--- config.mk ---
export PLATFORM = sky130hd
export DESIGN_NAME = abs_diff_err_sweep_ctrl_flat
export DESIGN_NICKNAME = d
export VERILOG_FILES = /design/src/rtl/abs_diff_err_sweep_ctrl_if.sv /design/src/rtl/abs_diff_err_sweep_ctrl.sv /design/src/flat_wrapper.sv
export SDC_FILE = /design/constraint.sdc
export NUM_CORES = 1
export LEC_CHECK = 0
export CAP_MARGIN = 20
export CELL_PAD_IN_SITES_DETAIL_PLACEMENT = 0
export CELL_PAD_IN_SITES_GLOBAL_PLACEMENT = 1
export CORE_UTILIZATION = 25
export DETAILED_ROUTE_END_ITERATION = 7
export GPL_TIMING_DRIVEN = 1
export MAX_ROUTING_LAYER = met4
export PLACE_DENSITY = 0.57
export SLEW_MARGIN = 40
export SYNTH_ARGS = -nofsm -noshare
export SYNTH_HDL_FRONTEND = slang
export SYNTH_SLANG_ARGS = --single-unit
--- constraint.sdc ---
create_clock -name clk -period 4 [get_ports clk]
set_input_delay 0.4 -clock clk [delete_from_list [all_inputs] [get_ports clk]]
set_output_delay 0.4 -clock clk [all_outputs]
set_load 0.02 [all_outputs]
--- src/rtl/abs_diff_err_sweep_ctrl_if.sv ---
// Bundle between the sweep controller, the harness that starts it and the
// approximate abs-diff instance it exercises.
interface abs_diff_err_sweep_ctrl_if #(
    parameter int IN_W  = 8,
    parameter int OUT_W = 4
);
    logic                    start;
    logic                    abort;
    logic [IN_W-1:0]         dut_in;
    logic [OUT_W-1:0]        dut_out;
    logic                    busy;
    logic                    done;
    logic                    aborted;
    logic [OUT_W-1:0]        max_err;
    logic [IN_W+OUT_W-1:0]   err_sum;
    logic [IN_W:0]           viol_cnt;
    logic [IN_W-1:0]         first_viol_vec;
    logic                    pass;

    modport master (
        output start, abort, dut_out,
        input  dut_in, busy, done, aborted, max_err, err_sum, viol_cnt,
               first_viol_vec, pass
    );

    modport slave (
        input  start, abort, dut_out,
        output dut_in, busy, done, aborted, max_err, err_sum, viol_cnt,
               first_viol_vec, pass
    );
endinterface

--- src/rtl/abs_diff_err_sweep_ctrl.sv ---
// Exhaustive sweep of one approximate abs-diff candidate: drives every input
// vector, compares against exact |a - b| and accumulates error statistics.
//
// state   | meaning
// --------+-----------------------------------------------------------
// S_IDLE  | waiting for start; results hold their last values
// S_SWEEP | presenting vectors 0 .. 2^IN_W-1, one per cycle
// S_DRAIN | two cycles letting the compare pipeline empty
// S_DONE  | one-cycle done pulse, results final
module abs_diff_err_sweep_ctrl #(
    parameter int IN_W  = 8,
    parameter int OUT_W = 4,
    parameter int ET    = 6
) (
    input  logic                        clk,
    input  logic                        rst_n,
    abs_diff_err_sweep_ctrl_if.slave    bus
);

    localparam int HALF = IN_W / 2;
    localparam logic [IN_W:0]    VEC_END = {1'b1, {IN_W{1'b0}}};
    localparam logic [OUT_W-1:0] ET_V    = OUT_W'(ET);

    typedef enum logic [1:0] {
        S_IDLE,
        S_SWEEP,
        S_DRAIN,
        S_DONE
    } state_t;

    state_t                  r_state;
    logic [IN_W:0]           r_vec;
    logic [IN_W-1:0]         r_dut_in;
    logic                    r_drain_cnt;
    logic                    r_busy;
    logic                    r_done;
    logic                    r_aborted;

    logic                    r_s1_valid;
    logic [OUT_W-1:0]        r_s1_approx;
    logic [HALF-1:0]         r_s1_exact;
    logic [IN_W-1:0]         r_s1_idx;

    logic [OUT_W-1:0]        r_max_err;
    logic [IN_W+OUT_W-1:0]   r_err_sum;
    logic [IN_W:0]           r_viol_cnt;
    logic [IN_W-1:0]         r_first_viol_vec;

    logic [HALF-1:0]         w_a;
    logic [HALF-1:0]         w_b;
    logic [HALF-1:0]         w_exact;
    logic [OUT_W-1:0]        w_exact_ext;
    logic [OUT_W-1:0]        w_err;
    logic                    w_viol;
    logic                    w_abort_run;
    logic                    w_start_ok;
    logic                    w_acc;

    assign w_a     = r_dut_in[HALF-1:0];
    assign w_b     = r_dut_in[IN_W-1:HALF];
    assign w_exact = (w_a >= w_b) ? (w_a - w_b) : (w_b - w_a);

    assign w_exact_ext = OUT_W'(r_s1_exact);
    assign w_err       = (w_exact_ext >= r_s1_approx) ? (w_exact_ext - r_s1_approx)
                                                      : (r_s1_approx - w_exact_ext);
    assign w_viol      = (w_err > ET_V);

    assign w_abort_run = bus.abort && ((r_state == S_SWEEP) || (r_state == S_DRAIN));
    assign w_start_ok  = (r_state == S_IDLE) && bus.start && !bus.abort;
    // An abort edge also suppresses the stage-2 update, so nothing in flight lands.
    assign w_acc       = r_s1_valid && !w_abort_run;

    always_ff @(posedge clk or negedge rst_n) begin
        if (!rst_n) begin
            r_state          <= S_IDLE;
            r_vec            <= '0;
            r_dut_in         <= '0;
            r_drain_cnt      <= 1'b0;
            r_busy           <= 1'b0;
            r_done           <= 1'b0;
            r_aborted        <= 1'b0;
            r_s1_valid       <= 1'b0;
            r_s1_approx      <= '0;
            r_s1_exact       <= '0;
            r_s1_idx         <= '0;
            r_max_err        <= '0;
            r_err_sum        <= '0;
            r_viol_cnt       <= '0;
            r_first_viol_vec <= '0;
        end else begin
            r_done     <= 1'b0;
            r_s1_valid <= 1'b0;

            if (w_acc) begin
                if (w_err > r_max_err) begin
                    r_max_err <= w_err;
                end
                r_err_sum <= r_err_sum + (IN_W+OUT_W)'(w_err);
                if (w_viol) begin
                    r_viol_cnt <= r_viol_cnt + (IN_W+1)'(1);
                    if (r_viol_cnt == '0) begin
                        r_first_viol_vec <= r_s1_idx;
                    end
                end
            end

            case (r_state)
                S_IDLE: begin
                    if (w_start_ok) begin
                        r_state          <= S_SWEEP;
                        r_busy           <= 1'b1;
                        r_aborted        <= 1'b0;
                        r_dut_in         <= '0;
                        r_vec            <= (IN_W+1)'(1);
                        r_max_err        <= '0;
                        r_err_sum        <= '0;
                        r_viol_cnt       <= '0;
                        r_first_viol_vec <= '0;
                    end
                end

                S_SWEEP: begin
                    if (bus.abort) begin
                        r_state   <= S_IDLE;
                        r_busy    <= 1'b0;
                        r_aborted <= 1'b1;
                    end else begin
                        r_s1_valid  <= 1'b1;
                        r_s1_approx <= bus.dut_out;
                        r_s1_exact  <= w_exact;
                        r_s1_idx    <= r_dut_in;
                        // dut_in parks on the last vector rather than wrapping.
                        if (r_vec == VEC_END) begin
                            r_state     <= S_DRAIN;
                            r_drain_cnt <= 1'b0;
                        end else begin
                            r_dut_in <= r_vec[IN_W-1:0];
                            r_vec    <= r_vec + (IN_W+1)'(1);
                        end
                    end
                end

                S_DRAIN: begin
                    if (bus.abort) begin
                        r_state   <= S_IDLE;
                        r_busy    <= 1'b0;
                        r_aborted <= 1'b1;
                    end else if (r_drain_cnt) begin
                        r_state <= S_DONE;
                        r_busy  <= 1'b0;
                        r_done  <= 1'b1;
                    end else begin
                        r_drain_cnt <= 1'b1;
                    end
                end

                S_DONE: begin
                    r_state <= S_IDLE;
                end

                default: begin
                    r_state <= S_IDLE;
                    r_busy  <= 1'b0;
                end
            endcase
        end
    end

    assign bus.dut_in         = r_dut_in;
    assign bus.busy           = r_busy;
    assign bus.done           = r_done;
    assign bus.aborted        = r_aborted;
    assign bus.max_err        = r_max_err;
    assign bus.err_sum        = r_err_sum;
    assign bus.viol_cnt       = r_viol_cnt;
    assign bus.first_viol_vec = r_first_viol_vec;
    assign bus.pass           = (r_max_err <= ET_V);

endmodule

--- src/flat_wrapper.sv ---
// flat-port wrapper written by rule: the top's interface ports become plain ports
module abs_diff_err_sweep_ctrl_flat 
#(
    parameter int IN_W  = 8,
    parameter int OUT_W = 4,
    parameter int ET    = 6
)
  (clk, rst_n, bus_start, bus_abort, bus_dut_out, bus_dut_in, bus_busy, bus_done, bus_aborted, bus_max_err, bus_err_sum, bus_viol_cnt, bus_first_viol_vec, bus_pass);
  abs_diff_err_sweep_ctrl_if #(.IN_W(IN_W), .OUT_W(OUT_W)) bus_i ();
  input  logic clk;
  input  logic rst_n;
  input wire logic [$bits(bus_i.start)-1:0] bus_start;
  input wire logic [$bits(bus_i.abort)-1:0] bus_abort;
  input wire logic [$bits(bus_i.dut_out)-1:0] bus_dut_out;
  output wire logic [$bits(bus_i.dut_in)-1:0] bus_dut_in;
  output wire logic [$bits(bus_i.busy)-1:0] bus_busy;
  output wire logic [$bits(bus_i.done)-1:0] bus_done;
  output wire logic [$bits(bus_i.aborted)-1:0] bus_aborted;
  output wire logic [$bits(bus_i.max_err)-1:0] bus_max_err;
  output wire logic [$bits(bus_i.err_sum)-1:0] bus_err_sum;
  output wire logic [$bits(bus_i.viol_cnt)-1:0] bus_viol_cnt;
  output wire logic [$bits(bus_i.first_viol_vec)-1:0] bus_first_viol_vec;
  output wire logic [$bits(bus_i.pass)-1:0] bus_pass;
  assign bus_i.start = bus_start;
  assign bus_i.abort = bus_abort;
  assign bus_i.dut_out = bus_dut_out;
  assign bus_dut_in = bus_i.dut_in;
  assign bus_busy = bus_i.busy;
  assign bus_done = bus_i.done;
  assign bus_aborted = bus_i.aborted;
  assign bus_max_err = bus_i.max_err;
  assign bus_err_sum = bus_i.err_sum;
  assign bus_viol_cnt = bus_i.viol_cnt;
  assign bus_first_viol_vec = bus_i.first_viol_vec;
  assign bus_pass = bus_i.pass;
  abs_diff_err_sweep_ctrl #(.IN_W(IN_W), .OUT_W(OUT_W), .ET(ET)) u_core (.clk(clk), .rst_n(rst_n), .bus(bus_i));
endmodule
# Word-level counts from Yosys, hierarchy flattened
# Index checks and enable logic that the tools add are counted.
# op_classes
add_sub_neg	7
order_cmp	5
eq_ne	13
mux	49
n_bitwise	1
n_reduce_logical	20
# ops
operator	count
8-bit two-way mux	8
9-bit two-way mux	7
12-bit two-way mux	3
4-bit two-way mux	6
9-bit by 1-bit adder with 9-bit output (second input constant)	2
9-bit one-hot mux with 2 select lines	1
8-bit one-hot mux with 2 select lines	1
4-bit subtractor	4
1-bit two-way mux	14
12-bit by 4-bit adder with 12-bit output	1
4-bit AND reduction	3
2-bit two-way mux	5
2-bit inequality test (second input constant)	5
9-bit equality test (second input constant)	1
9-bit logical NOT	1
4-bit >= comparator	2
2-bit one-hot mux with 4 select lines	1
3-bit AND reduction	2
2-bit nonzero test	3
2-bit equality test (second input constant)	2
4-bit by 3-bit > comparator with 1-bit output (second input constant)	1
4-bit > comparator	1
4-bit by 3-bit less-or-equal comparator with 1-bit output (second input constant)	1
1-bit logical AND	4
13 further kinds	16
# word_totals
register_bits	73
output_inout_bits	45

# Logic depth before layout (Yosys ltp)
# Gate-level depths: netlist (run 1).
# depth
word_depth	8
mapped_depth	16
depth_no_buf	16

# Least setup slack after synthesis (run 1)
# OpenSTA, ideal clock, no wires.
# synth_path
kind	reg2reg
start	reg u_core.r_s1_exact[0]
end	reg u_core.r_max_err[2] (netlist: u_core.bus.max_err[2])
setup_time_ns	0.132
arrival_time_ns	3.120
required_ns	3.868
slack_ns	0.748
path_stages_with_launch	15
cell_sequence	dfrtp_1 inv_1 ha_1 inv_1 fa_1 a21o_1 a211o_2 mux2_2 ha_1 nor2b_1 o21a_1 o21a_1 o21ai_1 mux2i_1 nor2_1
# synth_via
elab_chain_cells	7
# synth_lines
element	line	source
from (decl)	abs_diff_err_sweep_ctrl.sv:41	logic [HALF-1:0] r_s1_exact;
from (signal assigned)	abs_diff_err_sweep_ctrl.sv:130	r_s1_exact <= w_exact;
4-bit subtractor, or another cell as far along	abs_diff_err_sweep_ctrl.sv:65	: (r_s1_approx - w_exact_ext);
4-bit two-way mux (*)	abs_diff_err_sweep_ctrl.sv:64	assign w_err = (w_exact_ext >= r_s1_approx) ? (w_exact_ext - r_s1_approx)
4-bit > comparator	abs_diff_err_sweep_ctrl.sv:95	if (w_err > r_max_err) begin
4-bit two-way mux (*)	abs_diff_err_sweep_ctrl.sv:95	
4-bit two-way mux (*)	abs_diff_err_sweep_ctrl.sv:94	if (w_acc) begin
4-bit two-way mux	abs_diff_err_sweep_ctrl.sv:109	if (w_start_ok) begin
4-bit two-way mux (*)	abs_diff_err_sweep_ctrl.sv:107	case (r_state)
to (signal assigned)	abs_diff_err_sweep_ctrl.sv:96	r_max_err <= w_err;
to (decl)	abs_diff_err_sweep_ctrl.sv:44	logic [OUT_W-1:0] r_max_err;
# Every way passes the cells marked *; elsewhere a longest branch is shown, timed or not.
# A chain may end at the register's enable or synchronous reset.

# Final worst setup path (run 1)
# layout_path
start	reg u_core.r_s1_exact[0]
end	reg u_core.r_err_sum[11] (netlist: u_core.bus.err_sum[11])
# layout_via
elab_chain_cells	6
# layout_lines
element	line	source
4-bit subtractor, or another cell as far along	abs_diff_err_sweep_ctrl.sv:65	
4-bit two-way mux (*)	abs_diff_err_sweep_ctrl.sv:64	
12-bit by 4-bit adder with 12-bit output (*)	abs_diff_err_sweep_ctrl.sv:98	r_err_sum <= r_err_sum + (IN_W+OUT_W)'(w_err);
12-bit two-way mux (*)	abs_diff_err_sweep_ctrl.sv:94	
12-bit two-way mux	abs_diff_err_sweep_ctrl.sv:109	
12-bit two-way mux (*)	abs_diff_err_sweep_ctrl.sv:107	
to (signal assigned)	abs_diff_err_sweep_ctrl.sv:98	
to (decl)	abs_diff_err_sweep_ctrl.sv:45	logic [IN_W+OUT_W-1:0] r_err_sum;
# Marks and branches as above.

==> qor.csv, run 1 <==
metric;value;unit
final slew viol count;0;
Synth area leaders;dfrtp_1 (44%), ha_1 (9.4%), nor2_1 (4.6%);
top_reg_cell synth;dfrtp_1;
post-synth top area cell;dfrtp_1;
worst slack, placed;0.349;ns
standby leakage power;2.29;nW
WS Path Type;register to register;
largest stage delay on the critical path;0.40;ns
final worst path period share;89.4;%
die width;131;um
hold crit path type;input pin to async pin;
Root Driver;clkbuf_16;
CP max FO;9;
post-synthesis register bit count;73;
critical path buffer and inverter count;3;
CTS buffer count;9;
hpwl dp;7080;um
Starting Density;25.8;%
YS warnings;0;
total track usage;13.3;%
die height;131;um
Filler Cell Count;1639;
fin area;5200;um2
clock latency on the worst-skew pair;0.33;ns
placed insts;684;
Post-DP Area;4920;um2
Crit-path slowest cell;dfrtp_1;
CTS H-tree depth;3;
startpoint types;register;
CP endpoint kind;register;
routed vias;3174;
final total negative setup slack;0;ns
# rows;46;
Final Hold Vio Count;0;
Post-Syn Nets;471;
count leader, synth;dfrtp_1;
# DRC;0;
CTS tree;done;
Avg WL per Cell;14.5;um
Pre-antenna DRT Iters;4;
WP data required;4.22;ns
Overflow after GRT;0;
layout cells sized above 1;8.06;%
Post-synth EDFFs;0;
power per cell area;780;nW/um2
largest net degree at the start of global routing;74;
final core occ;32.4;%
delay-heaviest family, CP;compound AO/OA/AOI/OAI gates;
Die ar.;17100;um2
Worst Skew;0.00635;ns
RePlAce Congestion;0.774;
IO buf count;52;
Inserted Diodes;0;
Synth cell types;51;
Detail Route Antenna Nets;0;
non-filler instance count after layout;700;
CP cell instances;inv_1, ha_1, inv_1, fa_1, a21o_1, a21oi_1, a21oi_1, a2bb2oi_4, inv_1, ha_1, a21oi_1, nor3_1, nand3_1, xor2_1, nor2_1;
first-pass GRT wire length;16800;um
Avg Cell Area, Syn;9.70;um2
Hold WS;0.0741;ns
Area Overhead vs Synth;25.5;%
RSZ-0062 raised after global routing;false;
vias in the first global route;3166;
Post-synth ARST share;100;%
initial antenna violation count;0;
Vias/cell;4.53;
Core Box Area;16100;um2
detailed router's first-iteration violation count;185;
Max-Cap Viols;0;
post-route worst setup slack;0.423;ns
Slew @ Worst Pin;0.716;ns
outcome;complete, no violations;
Max Freq;280;MHz
clock buffer depth;2;
synth cell count leaders;dfrtp_1 (73), nor2_1 (51), inv_1 (39), nand2_1 (34), ha_1 (31);
peak ir drop on the vdd network;253;uV
Power Total;4.05;mW
final setup vio count;0;
sequential area share after synthesis;44.1;%
CTS Sinks;73;
Yosys top cell area share;44.1;%
Final min period;3.58;ns
Mapped Cells;427;
Routed WL;10100;um
Worst-path clk slew;0.06;ns
crit path DAT;3.80;ns
I/O pins;53;
mapped cell area;4140;um2
final net count;523;
relative slew slack;52.3;%
cells in the final DEF, fill, tap and decap left out, types with 7 or more instances in the layout:
| master | n |
|---|---|
| mux2i_1 | 14 |
| nor2b_1 | 7 |
| clkdlybuf4s50_1 | 51 |
| mux2_2 | 9 |
| a21oi_1 | 29 |
| ha_1 | 31 |
| inv_1 | 39 |
| clkbuf_16 | 9 |
| xor2_1 | 11 |
| nand3_1 | 13 |
| xnor2_1 | 11 |
| o21ai_0 | 21 |
| dfrtp_1 | 73 |
| nand2_1 | 34 |
| nor2_1 | 49 |
report_power, final:
| part | switching, mW | internal (mW) |
|---|---|---|
| logic | 1.27 | 0.957 |
| registers | 0.169 | 0.907 |
| clock network | 0.333 | 0.419 |
| total | 1.77 | 2.28 |
kinds of logic after synthesis:
| family | count (synthesis) | synth area share (%) |
|---|---|---|
| compound gates | 84 | 13.5 |
| xor+xnor | 22 | 4.65 |
| fa+ha+maj | 36 | 11.8 |
| buf+inv | 54 | 4.95 |
| flops | 73 | 44.1 |
| mux | 23 | 5.83 |
| simple gates | 135 | 15.2 |
layer usage:
layer	global-route usage, %	routed length [um]	vias to the layer above
met5	-	0	-
met4	3.65	86	0
met3	2.97	415	7
met2	20.6	4720	71
met1	17.5	4910	1536
li1	-	-	1560
path summary, 6_finish.rpt:
kind / from / endpoint / slack (ns) / cells after the start
worst max-delay path: u_core.r_s1_exact[0] / u_core.bus.err_sum[11] / 0.42 / 15
worst min-delay path: rst_n / u_core.bus.err_sum[10] / 0.07 / 1
worst max register to register: u_core.r_s1_exact[0] / u_core.bus.err_sum[11] / 0.42 / 15
worst min register to register: u_core.r_s1_idx[0] / u_core.r_s1_idx[0] / 0.51 / 1
max in group asynchronous: rst_n / u_core.r_vec[6] / 3.41 / 1
min in group clk: u_core.r_s1_idx[0] / u_core.r_s1_idx[0] / 0.51 / 1
layout make-up:
type	count	area [um2]	area share [%]
tap	216	270	5.20
clock inverter	7	46.3	0.890
clock buffer	9	225	4.33
timing repair buffer	56	552	10.6
sequential	73	1830	35.1
multi-input combinational	300	2130	41.0
inverter	39	146	2.81
worst register-to-register path, delay by kind of cell, from the launching register on:
kind / cells / cell delay (ns)
compound gates: 5 / 1.16
fa+ha+maj: 3 / 0.88
simple gates: 3 / 0.58
flops: 1 / 0.40
buf+inv: 3 / 0.27
xor+xnor: 1 / 0.16
sequential cells by signal (all words and copies together) (netlist names):
| name | flops |
|---|---|
| u_core.r_drain_cnt | 1 |
| u_core.r_vec | 9 |
| u_core.r_s1_valid | 1 |
| u_core.bus.dut_in | 8 |
| u_core.r_s1_exact | 4 |
| u_core.r_s1_idx | 8 |
| u_core.r_state | 2 |
| u_core.bus.aborted | 1 |
| u_core.bus.max_err | 4 |
| u_core.bus.first_viol_vec | 8 |
| u_core.bus.err_sum | 12 |
| u_core.bus.viol_cnt | 9 |
| u_core.r_s1_approx | 4 |
| u_core.bus.done | 1 |
| u_core.bus.busy | 1 |
repair_timing:
item | 4_1_cts | 5_1_grt
hold buffers | 0 | 0
gates resized for setup | 0 | 1
endpoints found under the setup margin | 0 | 2
buffers inserted | 0 | 0
Power figures use the tool's default switching activity.
==> run 2, diff against run 1 <==
Settings changed: SKIP_CTS_REPAIR_TIMING set to 1.
==> results of run 2 <==
Final layout, timing and power as in run 1 (identical DEF).
